$ cat config.mk
export PLATFORM = sky130hd
export DESIGN_NAME = bb_stim_gen
export DESIGN_NICKNAME = d
export VERILOG_FILES = /design/src/rtl/multi_channel_blackbox_checker_pkg.sv /design/src/rtl/multi_channel_blackbox_checker_stim_gen.sv
export SDC_FILE = /design/constraint.sdc
export NUM_CORES = 1
export LEC_CHECK = 0
export ABC_AREA = 1
export CAP_MARGIN = 10
export CORE_MARGIN = 3
export CORE_UTILIZATION = 38
export DETAILED_ROUTE_END_ITERATION = 10
export PLACE_DENSITY_LB_ADDON = 0.05
export SLEW_MARGIN = 10
export SYNTH_ARGS = -nofsm -noshare
export SYNTH_HDL_FRONTEND = slang
export SYNTH_SLANG_ARGS = --single-unit
$ cat constraint.sdc
create_clock -name vclk -period 2.4
set_clock_uncertainty 0.15 [all_clocks]
set_input_delay 0.48 -clock vclk [all_inputs]
set_output_delay 0.48 -clock vclk [all_outputs]
set_load 0.02 [all_outputs]
$ cat src/rtl/multi_channel_blackbox_checker_pkg.sv
// Shared types, constants and the stimulus pattern for the black-box checker.
package multi_channel_blackbox_checker_pkg;

    // Width of the mismatch counter.
    localparam int unsigned ERR_W = 16;

    typedef enum logic [1:0] {
        StIdle,
        StDrive,
        StCheck,
        StDone
    } state_e;

    // Stimulus word for vector v on channel c. The caller truncates to its channel
    // width, which gives the mod 2^WIDTH wrap. All-ones is exact for widths up to 32.
    function automatic logic [31:0] stim_word(input logic [31:0] v, input logic [31:0] c);
        logic [31:0] w_word;
        if (v == 32'd0) begin
            w_word = '0;
        end else if (v == 32'd1) begin
            w_word = '1;
        end else begin
            w_word = 32'd3 * v + c;
        end
        return w_word;
    endfunction

endpackage

$ cat src/rtl/multi_channel_blackbox_checker_stim_gen.sv
// Combinational stimulus generator: maps a vector index to one word per channel.
module bb_stim_gen
    import multi_channel_blackbox_checker_pkg::*;
#(
    parameter int unsigned CHANNELS = 4,
    parameter int unsigned WIDTH    = 8,
    parameter int unsigned VEC_W    = 4
) (
    input  logic [VEC_W-1:0]          i_vec,
    output logic [CHANNELS*WIDTH-1:0] o_stim
);

    for (genvar c = 0; c < CHANNELS; c++) begin : g_chan
        // One stimulus word per channel slice.
        assign o_stim[c*WIDTH +: WIDTH] = WIDTH'(stim_word(32'(i_vec), 32'(c)));
    end

endmodule

==> impl_metrics.tcl, run 1 <==
set metrics [dict create \
    ios 36 \
    crit_endpoint "o_stim[29]" \
    worstEpCategory "output port" \
    synthCells 119 \
    synthAdderAreaFrac_pct 20.53 \
    hpwl_um 2042 \
    synth_top_area_share_pct 17.70 \
    syn_area_um2 706.9 \
    synth.area.top_cells "ha_1 18%, nand2_1 12%, inv_1 9.6%" \
    die_w_um 49.13 \
    yosysTopAreaCell "ha_1" \
    yosysSeqAreaShare_pct 0 \
    synth_cell_types 26 \
    synth_warnings 0 \
    synth-xor-area-share_pct 2.478 \
    lastStage "5_1_grt" \
    syn_nets 134 \
    io_buffers 36 \
    synth_top_family_by_area "simple AND/OR/NAND/NOR gates" \
    tool.error "[ERROR DPL-0038] Utilization greater than 100%, impossible to legalize" \
    die_h_um 49.13 \
    synthTopCellsByCount "22 x nand2_1, 18 x inv_1, 10 x ha_1" \
    syn_avg_cell_area_um2 5.941 \
    start_util_pct 43.39 \
    grt_max_degree 10 \
    synth-simple-area-share_pct 35.58 \
    outcome "stopped before the end" \
    synthMuxAreaShare_pct 0 \
    place_congestion 0.8436 \
    synth-compound-area-share_pct 19.65 \
    synth_most_common_cell "nand2_1" \
    rows 14 \
]
## stage by stage
step | worst slack (ns) | cells | hold slack (ns) | instance area [µm²] | TNS [ns]
global placement | -1.141 | 202 | 2.137 | 1395 | -29.78
detailed placement | -1.186 | 202 | 2.160 | 1395 | -30.98
floorplan | -0.1348 | 119 | 1.081 | 824.5 | -0.7308
CTS | -0.3776 | 209 | 1.364 | 1550 | -4.550
## logic make-up after synthesis
family / after synthesis
AO/OA/AOI/OAI: 26
XOR/XNOR: 2
adder cells (fa/ha/maj): 11
buffers and inverters: 30
AND/OR/NAND/NOR: 50
## timing repair
action,4_1_cts
pin swaps,25
endpoints found under the hold margin,0
setup buffers,7
hold buffers,0
endpoints found under the setup margin,32
gates resized for setup,178
==> run 2: changes to the inputs <==
--- a/config.mk
+++ b/config.mk
@@ -7,10 +7,10 @@
 export LEC_CHECK = 0
 export ABC_AREA = 1
 export CAP_MARGIN = 10
-export CORE_MARGIN = 3
-export CORE_UTILIZATION = 38
+export CORE_AREA = 3 3 64 66
 export DETAILED_ROUTE_END_ITERATION = 10
-export PLACE_DENSITY_LB_ADDON = 0.05
+export DIE_AREA = 0 0 67 69
+export PLACE_DENSITY_LB_ADDON = 0.15
 export SLEW_MARGIN = 10
 export SYNTH_ARGS = -nofsm -noshare
 export SYNTH_HDL_FRONTEND = slang
==> constraint.sdc (replaced) <==
create_clock -name vclk -period 3.12
set_clock_uncertainty 0.15 [all_clocks]
set_input_delay 0.624 -clock vclk [all_inputs]
set_output_delay 0.624 -clock vclk [all_outputs]
set_load 0.02 [all_outputs]
==> run 2 against run 1 <==
Net effect: the run now ends clean; area after synthesis did not move; synthesized cell count unchanged.
==> impl_metrics.tcl, run 2 <==
set metrics [dict create \
    grt_first_pass_wirelength_um 4071 \
    drt_iter0_drc 35 \
    clkbuf_count 0 \
    worst_hold_path_type "in -> out" \
    path_cells "buf_8 -> ha_4 -> fa_2 -> ha_4 -> a21o_1 -> nand3_1 -> nand2_1 -> nand3_1 -> nand2_1 -> inv_1 -> buf_6" \
    max_slew.worst_pin.slew_ns 0.2661 \
    period_share_pct 98.30 \
    synthTopCellsByCount "22 x nand2_1, 18 x inv_1, 10 x ha_1" \
    slowest_delay_ns 0.66 \
    seq_cell_count 0 \
    synth_warnings 0 \
    ios 36 \
    synthCells 119 \
    synth.area.top_cells "ha_1 18%, nand2_1 12%, inv_1 9.6%" \
    cap_violations 0 \
    fill_cells 415 \
    register_area_um2 0 \
    place_area_um2 1275 \
    required_ns 2.35 \
    final_antenna_net_count 0 \
    pwr_density_cell_nw_per_um2 251.7 \
    fin_nets 191 \
    synth_cell_types 26 \
    syn_avg_cell_area_um2 5.941 \
    grt_remaining_overflow 0 \
    io_buffers 36 \
    setup_viol 0 \
    syn_area_um2 706.9 \
    synth_top_area_share_pct 17.70 \
    layout_commonest_cell "buf_4" \
    hpwl_um 1946 \
    critical_path_class "in -> out" \
    critPathLaunchType "input pin" \
    postLayoutCoreUtil_pct 36.33 \
    place_congestion 0.7794 \
    antenna_found_initial 0 \
    slew_headroom_pct 82.26 \
    mostFrequentLayoutCells "28 x buf_4, 21 x nand2_1, 16 x inv_1" \
    synth_most_common_cell "nand2_1" \
    vdd_drop_max_mv 0.07696 \
    wirelength_um 2361 \
    syn2layout_area_growth_pct 86.73 \
    syn_nets 134 \
    crit_fanout 4 \
    rows 22 \
    grt_use_total_pct 10.34 \
    num_vias 928 \
    rsz0062_at_grt "true" \
    worstSetupEndpointType "primary output" \
    worst_path_max_delay_cell "fa_2" \
    yosysTopAreaCell "ha_1" \
    diodes 0 \
    finalHoldViolCount 0 \
    die_h_um 69 \
    p_leak_nw 0.7367 \
    wire_per_inst_um 10.64 \
    ctsHoldBuffers 0 \
    final_area_um2 1320 \
    drive_above_1_share_pct 40.23 \
    via_per_inst 4.180 \
    finalMaxSlewViolations 0 \
    dr.pass1.iters 4 \
    period_needed_ns 3.067 \
    core-area_um2 3633 \
    route.detailed.drc 0 \
    arrival_ns 2.29 \
    start_util_pct 19.46 \
    die_area_um2 4623 \
    fmax_mhz 326.1 \
    first_global_vias 893 \
    yosysSeqAreaShare_pct 0 \
    outcome "complete, no violations" \
    grt_max_degree 10 \
    die_w_um 67 \
]
-- run 2: path summary, 6_finish.rpt --
check | from | to | slack [ns] | cells after the start
worst max-delay path | i_vec[1] | o_stim[29] | 0.05 | 11
worst min-delay path | i_vec[0] | o_stim[13] | 1.66 | 5
-- run 2: where the power goes --
group,internal [mW],switching (mW),total [mW]
clock,0,0,0
combinational,0.141,0.192,0.332
sequential,0,0,0
-- run 2: what timing repair did --
item                       in CTS  in global routing
gates resized for setup        91                 18
setup endpoints to repair      32                 18
buffers inserted                1                  0
pin swaps                      10                  7
-- run 2: cells by family after synthesis --
kind of cell | after synthesis | synth area share [%]
buffers and inverters | 30 | 21.77
xor gates and xnor gates | 2 | 2.478
AOI/OAI and AO/OA | 26 | 19.65
and+or+nand+nor | 50 | 35.58
adders and majority gates | 11 | 20.53
-- run 2: per-stage QoR --
step | TNS (ns) | total power [mW] | cells | setup WS, ns | hold WS, ns
6_report | 0 | 0.3323 | 222 | 0.05309 | 1.664
3_5_place_dp | -17.26 | 0.3448 | 221 | -0.8101 | 2.387
2_1_floorplan | 0 | 0.1873 | 119 | 0.05868 | 1.394
3_3_place_gp | -16.69 | 0.3440 | 221 | -0.7670 | 2.379
5_1_grt | -0.05374 | 0.3655 | 222 | -0.02698 | 1.712
4_1_cts | 0 | 0.3229 | 222 | 0.005691 | 1.692
-- run 2: final cells by class --
type               instances  area, µm²  area share (%)
multi-input cells         89      655.6           49.67
inverters                 20      75.07           5.687
well taps                 48      60.06           4.550
repair buffers            65      529.3           40.09
-- run 2: worst max-delay path, delay by kind of cell --
| kind | cells | cell delay (ns) |
|---|---|---|
| compound gates | 1 | 0.14 |
| buf+inv | 3 | 0.27 |
| simple gates | 4 | 0.27 |
| fa+ha+maj | 3 | 0.98 |
-- run 2: per-layer routing --
metal | GRT usage, % | up-vias | share of wire, %
met4 | 0 | 0 | 0
met1 | 13.50 | 426 | 47
li1 | - | 486 | -
met2 | 19.54 | 16 | 49
met3 | 0.1629 | 0 | 3.6
met5 | 0 | - | 0
(Power assumes the default switching activity.)
